**src/rtl/moving_average_n.sv**
```systemverilog
// Moving average over a power-of-two window of signed samples.
// One-cycle latency; running sum plus floor or round-half-up average.
module moving_average_n #(
  parameter int WIDTH      = 8,
  parameter int LOG2_DEPTH = 2,
  parameter int ROUND      = 0
) (
  input  logic                                system1000,
  input  logic                                system1000_rstn,
  input  logic                                in_valid,
  input  logic signed [WIDTH-1:0]             in_data,
  input  logic                                clear,
  output logic                                out_valid,
  output logic signed [WIDTH-1:0]             out_data,
  output logic signed [WIDTH+LOG2_DEPTH-1:0]  out_sum,
  output logic                                out_full
);

  localparam int DEPTH = 1 << LOG2_DEPTH;
  localparam int SW    = WIDTH + LOG2_DEPTH;

  localparam logic [LOG2_DEPTH:0] FILL_MAX =
    (LOG2_DEPTH+1)'(DEPTH);

  localparam logic signed [SW:0] HALF =
    (SW+1)'((ROUND != 0) ? (1 << (LOG2_DEPTH-1)) : 0);

  localparam logic signed [SW:0] MAXV =
    $signed({{(LOG2_DEPTH+2){1'b0}}, {(WIDTH-1){1'b1}}});

  localparam logic signed [SW:0] MINV =
    $signed({{(LOG2_DEPTH+2){1'b1}}, {(WIDTH-1){1'b0}}});

  logic signed [WIDTH-1:0] buf_q [DEPTH];
  logic [LOG2_DEPTH-1:0]   wptr_q;
  logic [LOG2_DEPTH:0]     fill_q;
  logic [LOG2_DEPTH:0]     fill_next;
  logic signed [SW-1:0]    sum_q;
  logic signed [SW-1:0]    sum_next;
  logic signed [SW-1:0]    in_ext;
  logic signed [SW-1:0]    old_ext;
  logic signed [SW:0]      biased;
  logic signed [SW:0]      shifted;
  logic signed [WIDTH-1:0] avg_next;

  assign in_ext  = {{LOG2_DEPTH{in_data[WIDTH-1]}}, in_data};
  assign old_ext = {{LOG2_DEPTH{buf_q[wptr_q][WIDTH-1]}},
                    buf_q[wptr_q]};

  // Sum width absorbs DEPTH full-scale samples, so no overflow.
  assign sum_next = sum_q + in_ext - old_ext;

  // One extra bit keeps the rounding bias from wrapping.
  assign biased  = {sum_next[SW-1], sum_next} + HALF;
  assign shifted = biased >>> LOG2_DEPTH;

  always_comb begin
    avg_next = shifted[WIDTH-1:0];
    unique case (1'b1)
      (shifted > MAXV): avg_next = MAXV[WIDTH-1:0];
      (shifted < MINV): avg_next = MINV[WIDTH-1:0];
      default:          avg_next = shifted[WIDTH-1:0];
    endcase
  end

  assign fill_next = (fill_q == FILL_MAX) ?
                     fill_q : fill_q + 1'b1;

  always_ff @(posedge system1000 or negedge system1000_rstn) begin
    if (!system1000_rstn) begin
      for (int i = 0; i < DEPTH; i++) buf_q[i] <= '0;
      wptr_q    <= '0;
      fill_q    <= '0;
      sum_q     <= '0;
      out_valid <= 1'b0;
      out_data  <= '0;
      out_sum   <= '0;
      out_full  <= 1'b0;
    end else if (clear) begin
      for (int i = 0; i < DEPTH; i++) buf_q[i] <= '0;
      wptr_q    <= '0;
      fill_q    <= '0;
      sum_q     <= '0;
      out_valid <= 1'b0;
      out_data  <= '0;
      out_sum   <= '0;
      out_full  <= 1'b0;
    end else if (in_valid) begin
      buf_q[wptr_q] <= in_data;
      wptr_q    <= wptr_q + 1'b1;
      fill_q    <= fill_next;
      sum_q     <= sum_next;
      out_valid <= 1'b1;
      out_data  <= avg_next;
      out_sum   <= sum_next;
      out_full  <= (fill_next == FILL_MAX);
    end else begin
      out_valid <= 1'b0;
    end
  end

endmodule

```
**config.mk**
```make
export PLATFORM = sky130hd
export DESIGN_NAME = moving_average_n
export DESIGN_NICKNAME = d
export VERILOG_FILES = /design/src/rtl/moving_average_n.sv
export SDC_FILE = /design/constraint.sdc
export NUM_CORES = 1
export LEC_CHECK = 0
export ABC_AREA = 1
export CORE_MARGIN = 5
export CORE_UTILIZATION = 45
export CTS_CLUSTER_SIZE = 30
export DETAILED_ROUTE_END_ITERATION = 8
export HOLD_SLACK_MARGIN = 0.08
export PLACE_DENSITY = 0.69
export REMOVE_ABC_BUFFERS = 1
export SLEW_MARGIN = 5
export SYNTH_ARGS = -nofsm -noshare
export SYNTH_HDL_FRONTEND = slang
export SYNTH_SLANG_ARGS = --single-unit
```
**constraint.sdc**
```tcl
create_clock -name system1000 -period 3.4 [get_ports system1000]
set_input_delay 0.68 -clock system1000 [delete_from_list [all_inputs] [get_ports system1000]]
set_output_delay 0.68 -clock system1000 [all_outputs]
set_load 0.02 [all_outputs]
```
==> run metrics, run 1 <==
category of the worst setup path launch point=primary input; post-route cell area=0.00340 mm²; maximum clock skew at final layout=0.00857 ns; Cell Area, Synth=0.00298 mm²; synthesis-to-layout area growth=14.2%; largest net degree at the start of global routing=35; most instantiated flip-flop cell in the synthesis netlist=sky130_fd_sc_hd__dfrtp_1; total of hold buffers inserted after clock tree synthesis=0; Placer Congestion=0.819; overall routing resource usage=17.2%; pre-CTS setup slack=0.341 ns; number of buffers inserted during clock tree synthesis=5; power density normalized to cell area=690 mW/mm²; count of antenna-violating nets left after detailed routing=0; total global routing overflow=0; total of fill cells in the finished design=612; routed wirelength normalized by instance count=14.4 µm; clock sink total=49; part of the cycle the worst path needs=80.6%; number of DRC markers in iteration 0=144; Rows=29; final-layout setup total negative slack=0 ns; Root Driver=sky130_fd_sc_hd__clkbuf_8; Max rail drop VDD=537 µV; hold violation total from the final report=0; Die Outline Area=0.00835 mm²; Detailed Place HPWL=4.89 mm; number of distinct standard cells referenced by the synthesized netlist=25; sort of element at the end of the critical path=flop; core area=0.00639 mm²; Worst Tran Pin Value=0.769 ns; via total after detailed routing=2524; initial cell density of the core=46.6%; first-pass GRT wire length=11.8 mm; top-level I/O count=32; relative slew slack=48.7%; max-capacitance violation count=0; shortest clock period the worst path allows after layout=2.74 ns; TritonRoute pass-1 iters=5; library cell with the largest summed area after synthesis=sky130_fd_sc_hd__dfrtp_1; run status=complete, no violations; cell count after synthesis=373; TritonCTS clock tree=built; main area contributors after synthesis=sky130_fd_sc_hd__dfrtp_1, sky130_fd_sc_hd__nand2_1, sky130_fd_sc_hd__ha_1; portion of the post-synthesis area used by sequential elements=41.2%; post-route DRC violation count=0; maximum clock insertion buffer count=2; final-report max-slew violation count=0; cell count of the worst reg-to-reg path=13; Yosys Warn Count=0; fraction of layout instances using a drive strength above 1=5.06%; LEAKAGE=1.64 nW; count of flip-flops with a built-in enable after synthesis=0; maximum level of the CTS H-tree=2; average footprint of a synthesized cell=7.99 µm²; Power Total=2.35 mW; antenna violations before repair=0; number of port buffers=31; required time of the worst setup path=3.62 ns; FFs w/ async S/R, synth=100%; number of storage elements in the synthesis netlist=49; number of cells upsized or downsized after cts=0; Detailed Route WL=6.80 mm; vertical die dimension=91.4 µm; launch instance of the worst register-to-register path=wptr_q[1]; synth cell count leaders=sky130_fd_sc_hd__nand2_1, sky130_fd_sc_hd__dfrtp_1, sky130_fd_sc_hd__inv_1; highest fanout seen on the critical path=5; critical path type=primary input to flop; number of antenna repair diodes=0; most frequent cell after synthesis=sky130_fd_sc_hd__nand2_1; die extent in x=91.4 µm; instance area after placement=0.00329 mm²; Worst-Skew Late Latency=0.31 ns; worst path arrival time=2.96 ns; reg2reg end=out_data[3]; setup repair after global routing missed its margin=no; Achievable Freq=365 MHz; number of global-route vias before repair=2423; type of the most critical hold path=primary input to async pin; Worst Setup Slack, final=0.659 ns; final setup violating endpoints=0; clock-pin slew on the worst setup and hold paths=0.10 ns; area share of the largest cell type after synthesis=41.2%; Post-CTS Repair Setup Buffers=0; final layout net count=432; mean number of vias per cell=5.35; slack of the worst reg-to-reg path=0.69 ns
[how the worst max path moves through the flow]
stage / start / slack (ns) / to / depth (start not counted)
after floorplan: wptr_q[0] / 0.77 / out_data[4] / 12
after detailed placement: in_data[7] / 0.34 / out_data[7] / 12
after global routing: wptr_q[1] / 0.36 / out_data[3] / 13
final: in_data[7] / 0.66 / out_data[7] / 12
after CTS: wptr_q[1] / 0.63 / out_data[3] / 13
after global placement: in_data[7] / 0.39 / out_data[7] / 12
[cell usage in the layout, fill, tap and decap left out]
master                             n
sky130_fd_sc_hd__a21oi_1          11
sky130_fd_sc_hd__buf_2             1
sky130_fd_sc_hd__nand3b_1          3
sky130_fd_sc_hd__nand2_1          74
sky130_fd_sc_hd__o22ai_1          14
sky130_fd_sc_hd__dfrtp_1          49
sky130_fd_sc_hd__inv_6             2
sky130_fd_sc_hd__inv_2             5
sky130_fd_sc_hd__clkdlybuf4s50_1  30
sky130_fd_sc_hd__nand4_1           1
sky130_fd_sc_hd__o21a_1            1
sky130_fd_sc_hd__clkbuf_8          5
sky130_fd_sc_hd__o211ai_1          1
sky130_fd_sc_hd__bufinv_16         1
sky130_fd_sc_hd__nand3_1          41
sky130_fd_sc_hd__o21ai_1          36
sky130_fd_sc_hd__fa_1              9
sky130_fd_sc_hd__nand2_2           1
sky130_fd_sc_hd__clkinv_1          1
sky130_fd_sc_hd__o21ai_0          11
sky130_fd_sc_hd__ha_1             17
sky130_fd_sc_hd__inv_1            48
sky130_fd_sc_hd__xor2_1            1
sky130_fd_sc_hd__nor2_2            1
sky130_fd_sc_hd__buf_4             4
sky130_fd_sc_hd__a32oi_1           1
sky130_fd_sc_hd__nor2_1           26
[routing by layer]
| metal | routed length (µm) | track usage, % | vias up | share of wire, % |
|---|---|---|---|---|
| met2 | 3180 | 27.8 | 81 | 47 |
| met3 | 360 | 3.14 | 7 | 5.3 |
| met1 | 3200 | 24.3 | 1181 | 47 |
| met5 | 0 | 0 | - | 0 |
| met4 | 68 | 3.30 | 0 | 1.0 |
| li1 | - | - | 1255 | - |
[report_power, final]
part	switching (mW)	internal, mW
clock network	0.224	0.225
logic	0.720	0.477
registers	0.0548	0.646
[sequential cells by signal, summed over array words and instances (netlist names)]
signal,cells
buf_q,32
fill_q,3
out_data,8
out_full,1
out_sum,2
out_valid,1
wptr_q,2
[worst max-delay path, cell delays in order]
cell and delay (ns):
sky130_fd_sc_hd__clkdlybuf4s50_1 0.57, sky130_fd_sc_hd__inv_1 0.13, sky130_fd_sc_hd__fa_1 0.54, sky130_fd_sc_hd__inv_1 0.04
sky130_fd_sc_hd__ha_1 0.36, sky130_fd_sc_hd__nand2_1 0.10, sky130_fd_sc_hd__nor2_1 0.15, sky130_fd_sc_hd__nand3_1 0.12
sky130_fd_sc_hd__nand3_1 0.11, sky130_fd_sc_hd__nand2_1 0.05, sky130_fd_sc_hd__nand3_1 0.06, sky130_fd_sc_hd__nand2_1 0.05
[area by class of cell]
type	count	area (µm²)	share of cell area, %
clock buffer	5	68.8	2.02
clock inverter	3	47.5	1.40
inverter	54	203	5.96
multi-input combinational	249	1430	41.9
sequential	49	1230	36.0
tap	77	96.3	2.83
timing repair buffer	35	335	9.86
[cell families (layout without fill, tap and decap cells)]
family	Yosys count	after routing	synth area share, %
compound gates	75	75	13.5
fa+ha+maj	26	26	13.2
simple gates	147	147	20.9
buf+inv	75	97	11.0
flops	49	49	41.2
xor+xnor	1	1	0.294
[stage by stage]
stage | std cells | util, % | hold WS, ns
4_1_cts | 472 | 53.3 | 0.457
5_1_grt | 472 | 53.3 | 0.485
2_1_floorplan | 352 | - | 0.384
3_5_place_dp | 464 | 51.4 | 0.491
6_report | 472 | 53.3 | 0.425
3_3_place_gp | 464 | 51.4 | 0.492
(Power assumes the default switching activity.)
==> run 2: changes to the inputs <==
==> constraint.sdc (replaced) <==
create_clock -name system1000 -period 2.9 [get_ports system1000]
set_input_delay 0.58 -clock system1000 [delete_from_list [all_inputs] [get_ports system1000]]
set_output_delay 0.58 -clock system1000 [all_outputs]
set_load 0.02 [all_outputs]
==> run metrics, run 2 (synthesis gave the netlist of run 1 again) <==
run status=complete, no violations; final setup violating endpoints=0; synthesis-to-layout area growth=16.3%; Root Driver=sky130_fd_sc_hd__clkbuf_8; highest fanout seen on the critical path=17; number of port buffers=31; post-route DRC violation count=0; clock sink total=49; fraction of layout instances using a drive strength above 1=6.73%; die extent in x=91.4 µm; setup repair after global routing missed its margin=no; LEAKAGE=1.67 nW; core area=0.00639 mm²; power density normalized to cell area=818 mW/mm²; final-layout setup total negative slack=0 ns; vertical die dimension=91.4 µm; maximum clock insertion buffer count=2; Detailed Place HPWL=5.07 mm; part of the cycle the worst path needs=92.2%; count of antenna-violating nets left after detailed routing=0; routed wirelength normalized by instance count=14.6 µm; Min Hold Slack=0.169 ns; mean number of vias per cell=5.24; maximum level of the CTS H-tree=2; TritonRoute pass-1 iters=4; max FFs per register=32; category of the worst setup path launch point=flop; Largest regs=buf_q x32, out_data x8, fill_q x3; number of antenna repair diodes=0; highest-count cells in the layout ignoring fill and taps=sky130_fd_sc_hd__nand2_1, sky130_fd_sc_hd__inv_1, sky130_fd_sc_hd__dfrtp_1; Detailed Route WL=6.99 mm; Achievable Freq=374 MHz; final layout net count=438; hold violation total from the final report=0; register name with the most flops=buf_q; total global routing overflow=0; antenna violations before repair=0; overall routing resource usage=17.5%; via total after detailed routing=2506; number of buffers inserted during clock tree synthesis=5; top-level I/O count=32; launch instance of the worst register-to-register path=wptr_q[0]; most common cell after layout, fill and taps aside=sky130_fd_sc_hd__nand2_1; number of global-route vias before repair=2419; total of hold buffers inserted after clock tree synthesis=0; critical path type=flop to flop; required time of the worst setup path=3.09 ns; area taken by flip-flops and latches=0.00123 mm²; Worst Tran Pin Value=0.533 ns; worst path arrival time=2.87 ns; shortest clock period the worst path allows after layout=2.67 ns; first-pass GRT wire length=11.8 mm; final-report max-slew violation count=0; slack of the worst reg-to-reg path=0.23 ns; Rows=29; maximum clock skew at final layout=0.0144 ns; total of fill cells in the finished design=616; Die Outline Area=0.00835 mm²; cell count of the worst reg-to-reg path=12; max-capacitance violation count=0; relative slew slack=64.4%; clock-pin slew on the worst setup and hold paths=0.10 ns; reg2reg end=out_data[3]; sort of element at the end of the critical path=flop; number of DRC markers in iteration 0=189; TritonCTS clock tree=built; Placer Congestion=0.795; largest net degree at the start of global routing=38; Worst-Skew Late Latency=0.30 ns; Max rail drop VDD=536 µV; type of the most critical hold path=primary input to async pin; initial cell density of the core=46.6%; area of the multi-input gates=0.00143 mm²; Finished Core Util=54.3%
==> run 2: area by class of cell <==
| type | instances | area share, % |
|---|---|---|
| clock inverter | 3 | 1.88 |
| sequential | 49 | 35.4 |
| clock buffer | 5 | 1.99 |
| timing repair buffer | 41 | 11.0 |
| inverter | 54 | 5.85 |
| multi-input combinational | 249 | 41.1 |
| tap | 77 | 2.78 |
==> run 2: timing repair <==
action,CTS,global route
setup endpoints to repair,0,3
resized for setup,0,1
endpoints found under the hold margin,0,0
setup buffers,0,0
==> run 2: report_power, final <==
part           total, mW  internal, mW  leakage [nW]  switching (mW)
registers          0.824         0.757         0.665          0.0664
logic               1.43         0.595         0.941           0.839
clock network      0.576         0.343        0.0681           0.234
==> run 2: worst max path at each step <==
stage	from	end	slack, ns
final	wptr_q[0]	out_data[3]	0.23
after global placement	in_data[4]	out_data[5]	0.06
after detailed placement	in_data[1]	out_data[6]	0.04
after global routing	wptr_q[0]	out_data[7]	0.007
after floorplan	wptr_q[0]	out_data[4]	0.27
after CTS	wptr_q[0]	out_data[3]	0.18
==> run 2: critical path, stage by stage (launching register included) <==
cell and delay, ns:
sky130_fd_sc_hd__dfrtp_2 0.47, sky130_fd_sc_hd__inv_2 0.27, sky130_fd_sc_hd__o21ai_0 0.13, sky130_fd_sc_hd__o22ai_1 0.24, sky130_fd_sc_hd__fa_1 0.47, sky130_fd_sc_hd__inv_1 0.08, sky130_fd_sc_hd__ha_1 0.29, sky130_fd_sc_hd__nand2_1 0.12
sky130_fd_sc_hd__nand3_1 0.15, sky130_fd_sc_hd__nand2_1 0.09, sky130_fd_sc_hd__nand2_1 0.06, sky130_fd_sc_hd__nor2_1 0.11, sky130_fd_sc_hd__o22ai_1 0.09
==> run 2: metal layers <==
| layer | vias to the layer above | track usage, % | wire, µm |
|---|---|---|---|
| li1 | 1269 | - | - |
| met1 | 1171 | 24.4 | 3320 |
| met2 | 57 | 27.8 | 3280 |
| met3 | 9 | 3.64 | 292 |
| met4 | 0 | 4.65 | 94 |
| met5 | - | 0 | 0 |
==> run 2: per-stage QoR <==
stage / area (µm²) / setup WS, ns / cells / power, mW
2_1_floorplan: 2850 / 0.268 / 352 / 1.78
4_1_cts: 3460 / 0.179 / 478 / 2.86
3_5_place_dp: 3330 / 0.0411 / 470 / 2.27
3_3_place_gp: 3330 / 0.0592 / 470 / 2.24
6_report: 3470 / 0.226 / 478 / 2.84
5_1_grt: 3470 / 0.00685 / 478 / 3.09
==> RTL edit 1 (flow settings as in run 1) <==
`ROUND`: 0 -> 1.
--- a/src/rtl/moving_average_n.sv
+++ b/src/rtl/moving_average_n.sv
@@ -5,3 +5,3 @@
   parameter int LOG2_DEPTH = 2,
-  parameter int ROUND      = 0
+  parameter int ROUND      = 1
 ) (
Behaviour: not the same (Yosys sat finds a counterexample within 4 cycles, from zero or initial values and one cycle with system1000_rstn low).
==> RTL edit 1 against run 1 <==
Routed wire length grew 37%. Area after synthesis grew 23%. Sequential share of layout area shrank 5.0 points. Sequential cell count grew 8. Setup slack lost 0.46 ns. Design area grew 35%. Highest routed layer unchanged.
Power is not compared: it rests on default switching activity, and its combinational part moved more than twofold at a synthesized area within 25%.
==> RTL edit 1: results (changes against run 1) <==
first_pass_iters: 4  # -1
ir_drop_uv: 365
top_regs: "buf_q: 32 flops, out_sum: 10 flops, out_data: 8 flops"
grt_usage_pct: 19.4  # +2.2 points
outcome: "finished, final reports clean"
portBuffers: 31  # unchanged
wirelength_mm: 9.30  # +37%
netlist.area_leader.share_pct: 39.0  # -2.2 points
clk_path_buf_depth: 2  # unchanged
grt_max_degree: 31  # -11%
ys_top_cells_by_area: "dfrtp_1 39%, nand2_1 11%, nand3_1 7.7%"
grt_pass1_wl_mm: 15.3  # +30%
setup_ws_ns: 0.198  # -0.461 ns
dr_total_vias: 3338  # +32%
cp-startpoint: "wptr_q[0]$_DFFE_PN0P_"
crit_family: "simple AND/OR/NAND/NOR gates"
cp-endpoint: "out_data[3]$_DFFE_PN0P_"
hold_slack_ns: 0.382  # -0.0425 ns
globalplace.congestion: 0.887  # +8.3%
leakage_uw: 0.00229
wl_met1_mm: 3.98  # +25%
post-cts-setup-buffers: 0  # unchanged
clk_pin_slew_ns: 0.08  # -0.02 ns
cpPeakStageDelay_ns: 0.54  # -0.03 ns
cp_data_arrival_time_ns: 3.44  # +0.48 ns
yosysUniqueCellTypes: 29  # +16%
cts-resized-gates: 0  # unchanged
antenna_found_initial: 0  # unchanged
diodes: 0  # unchanged
final_nets: 578  # +34%
cts_htree_levels: 3  # +1
numCtsBuffers: 9  # +4
hold_buffers: 0  # unchanged
setup_viol: 0  # unchanged
dr_wl_met3_um: 469  # +30%
dr_wl_met2_mm: 4.73  # +49%
routed.top_layer: "met4"
cp_max_fo: 19  # +14
num-fill-cells: 725  # +18%
async_flop_share_pct: 100  # unchanged
dp.final_hpwl_mm: 6.83  # +40%
ys_top_cells_by_count: "106 x nand2_1, 74 x inv_1, 57 x dfrtp_1, 56 x nand3_1, 49 x o21ai_0"
drtIter0Drc: 113  # -22%
ys_seq_area_share_pct: 39.0  # -2.2 points
p_switching_uw: 1930
skew_ns: 0.0110  # +0.00247 ns
dpl_worst_slack_ns: -0.139  # -0.480 ns
clock_latency_ns: 0.35  # +0.04 ns
r2r_cells: 17  # +4
drive_gt1_share_pct: 18.4  # +13 points
cp_slowest_cell: "fa_1"
relSlewSlack_pct: 51.6  # +2.9 points
yosys_warnings: 0  # unchanged
==> RTL edit 1: cell count changes after synthesis, moves of 8 or more <==
cell      delta
nand2_2     +11
dfrtp_1      +8
buf_2        -9
o21ai_1     -36
nand2_1     +32
buf_4        -9
nand3_1     +15
clkbuf_1    +12
o21ai_0     +38
inv_1       +26
==> RTL edit 1: per-stage QoR <==
stage               instance area [µm²]  total power, µW  util, %  cells   TNS, ns
CTS                                4500             4120     57.6    645         0
global placement                   4300             3400     55.0    629    -0.734
floorplan                          3610             2530        -    462         0
finish                             4600             4170     58.9    646         0
global route                       4600             4550     58.9    646  -0.00269
detailed placement                 4300             3450     55.0    629    -0.973
==> RTL edit 1: routing by layer <==
layer	GRT usage, %	vias to the layer above
li1	-	1654
met4	5.08	0
met1	24.1	1593
met5	0	-
met2	34.1	79
met3	4.10	12
==> RTL edit 1: layout make-up <==
cell class / instances / area (µm²) / share of cell area, %
timing repair buffer: 66 / 579 / 12.6
sequential: 57 / 1430 / 31.0
clock inverter: 7 / 78.8 / 1.72
multi-input combinational: 324 / 1950 / 42.4
inverter: 81 / 309 / 6.72
tap: 102 / 128 / 2.78
clock buffer: 9 / 124 / 2.70
==> RTL edit 1: logic make-up (layout without fill, tap and decap cells) <==
group,after synthesis,in the layout,synth area share (%)
flip-flops,57,57,39.0
AO/OA/AOI/OAI,77,77,11.3
AND/OR/NAND/NOR,216,216,27.9
buffers and inverters,95,163,9.84
adder cells (fa/ha/maj),27,27,11.1
XOR/XNOR,4,4,0.957
==> RTL edit 1: power by group through the flow <==
stage | registers [µW] | clock network (µW) | logic [µW]
6_report | 827 | 661 | 2680
5_1_grt | 838 | 705 | 3010
4_1_cts | 827 | 670 | 2620
3_5_place_dp | 838 | 0 | 2610
3_3_place_gp | 837 | 0 | 2570
2_1_floorplan | 930 | 0 | 1600
==> RTL edit 2 (config.mk and constraints of run 1) <==
Made on the original files. Make the reset (`system1000_rstn`) synchronous in one clocked block.
--- a/src/rtl/moving_average_n.sv
+++ b/src/rtl/moving_average_n.sv
@@ -68,3 +68,3 @@
 
-  always_ff @(posedge system1000 or negedge system1000_rstn) begin
+  always_ff @(posedge system1000) begin
     if (!system1000_rstn) begin
Function: differs if system1000_rstn is asserted again (counterexample within 4 cycles, from zero or initial values and one cycle with system1000_rstn low); with system1000_rstn held inactive, the same outputs for 4 cycles.
==> RTL edit 2 against run 1 <==
Design area up 6.7%. Fmax down 2.9%. Setup slack worse by 0.082 ns. Critical path type is now reg2reg. Critical endpoint is now out_sum[9]$_SDFFE_PP0P_. Area after synthesis up 3.9%. Sequential share of layout area up 5.3 points. Sequential cell count up 10. Routed wire length down 4.0%. First-iteration DRC count down 8.3%. Clock skew down 0.0019 ns. Largest cell class is now sequential cells.
Power is not compared: it rests on default switching activity, and its combinational part moved more than twofold at a synthesized area within 25%.
==> RTL edit 2: results (changes against run 1) <==
r2r_cells: 13  # unchanged
clock-root-buffer: "clkbuf_8"
portBuffers: 31  # unchanged
cp_slowest_cell: "fa_1"
cp_data_arrival_time_ns: 3.09  # +0.13 ns
yosysUniqueCellTypes: 31  # +24%
hold_path_depth: 2
first_pass_iters: 4  # -1
antenna_found_initial: 0  # unchanged
async_flop_share_pct: 0  # -100 points
ys_seq_area_share_pct: 48.5  # +7.4 points
fmax_mhz: 354  # -2.9%
post-cts-setup-buffers: 0  # unchanged
drtIter0Drc: 132  # -8.3%
hold_end: "out_data[0]$_SDFFE_PP0P_"
clock_latency_ns: 0.34  # +0.03 ns
numCtsBuffers: 9  # +4
synth-edff-count: 32  # +32
utilization_pct: 53.7  # +0.47 points
final_nets: 420  # -2.8%
r2r_end: "out_sum[9]$_SDFFE_PP0P_"
min_from: "out_data[0]$_SDFFE_PP0P_"
dpl_worst_slack_ns: 0.336  # -0.00465 ns
vias_per_cell: 5.06  # -5.5%
ir_drop_uv: 303
cpPeakStageDelay_ns: 0.49  # -0.08 ns
routedWlPerCell_um: 14.0  # -2.9%
outcome: "finished, final reports clean"
grt_pass1_vias: 2361  # -2.6%
grt_pass1_wl_mm: 10.7  # -9.3%
grt_usage_pct: 16.3  # -0.88 points
min_path_type: "reg2reg"
postPlaceCellArea_um2: 3470  # +5.6%
num-fill-cells: 637  # +4.1%
cts_htree_levels: 3  # +1
clk_path_buf_depth: 2  # unchanged
top_regs: "buf_q: 32 flops, out_sum: 10 flops, out_data: 8 flops"
yosys_warnings: 0  # unchanged
dp.final_hpwl_mm: 4.61  # -5.8%
diodes: 0  # unchanged
crit_type: "reg2reg"
skew_ns: 0.00666  # -0.00191 ns
cp_max_fo: 16  # +11
crit_family: "adder cells"
globalplace.congestion: 0.860  # +5.0%
r2r_slack_ns: 0.58  # -0.11 ns
ys_top_cells_by_count: "67 x nand2_1, 45 x inv_1, 44 x nor2_1, 34 x a21oi_1, 32 x edfxtp_1"
ys_top_cells_by_area: "edfxtp_1 31%, dfxtp_1 17%, nand2_1 8.1%"
tightest_slew_ns: 0.497  # -0.272 ns
clk_pin_slew_ns: 0.06  # -0.04 ns
leakage_uw: 0.00154
cts-resized-gates: 0  # unchanged
grt_max_degree: 33  # -5.7%
drive_gt1_share_pct: 8.01  # +2.9 points
==> RTL edit 2: changes by cell type in the layout (fill, tap and decap cells not counted), moves of 23 or more <==
cell             run 1  this run
edfxtp_1             0        32
dfxtp_1              0        27
a21oi_1             11        34
dfrtp_1             49         0
nand3_1             41        15
o21ai_1             36         0
==> RTL edit 2: layer usage <==
layer / up-vias / GRT usage (%) / share of wire [%]
li1: 1206 / - / -
met1: 1083 / 19.6 / 44
met2: 54 / 26.4 / 48
met3: 18 / 3.98 / 4.9
met4: 0 / 9.65 / 3.0
met5: - / 0 / 0
==> RTL edit 2: layout make-up <==
cell class | instances | share of cell area [%]
Inverter | 47 | 4.86
Clock buffer | 10 | 3.51
Sequential cell | 59 | 41.4
Clock inverter | 6 | 0.896
Timing Repair Buffer | 34 | 9.17
Multi-Input combinational cell | 231 | 37.5
Tap cell | 80 | 2.76
==> RTL edit 2: kinds of logic (layout without fill, tap and decap cells) <==
| family | Yosys count | count (layout) | synth area share, % |
|---|---|---|---|
| and+or+nand+nor | 144 | 144 | 20.2 |
| AOI/OAI and AO/OA | 60 | 60 | 10.8 |
| DFF | 59 | 59 | 48.5 |
| buffers and inverters | 57 | 97 | 7.52 |
| adders and majority gates | 26 | 26 | 12.7 |
| xor gates and xnor gates | 1 | 1 | 0.283 |
==> RTL edit 2: power breakdown <==
| group | total, µW | internal, µW | switching [µW] |
|---|---|---|---|
| logic | 531 | 209 | 322 |
| registers | 819 | 796 | 23.4 |
| clock network | 536 | 256 | 280 |
| total | 1890 | 1260 | 625 |
==> RTL edit 2: through the flow <==
step,cells,total power (µW),hold WS [ns]
detailed placement,451,1360,0.458
global placement,451,1350,0.453
finish,467,1890,0.463
floorplan,337,1210,0.455
CTS,467,1890,0.465
global route,467,2000,0.478
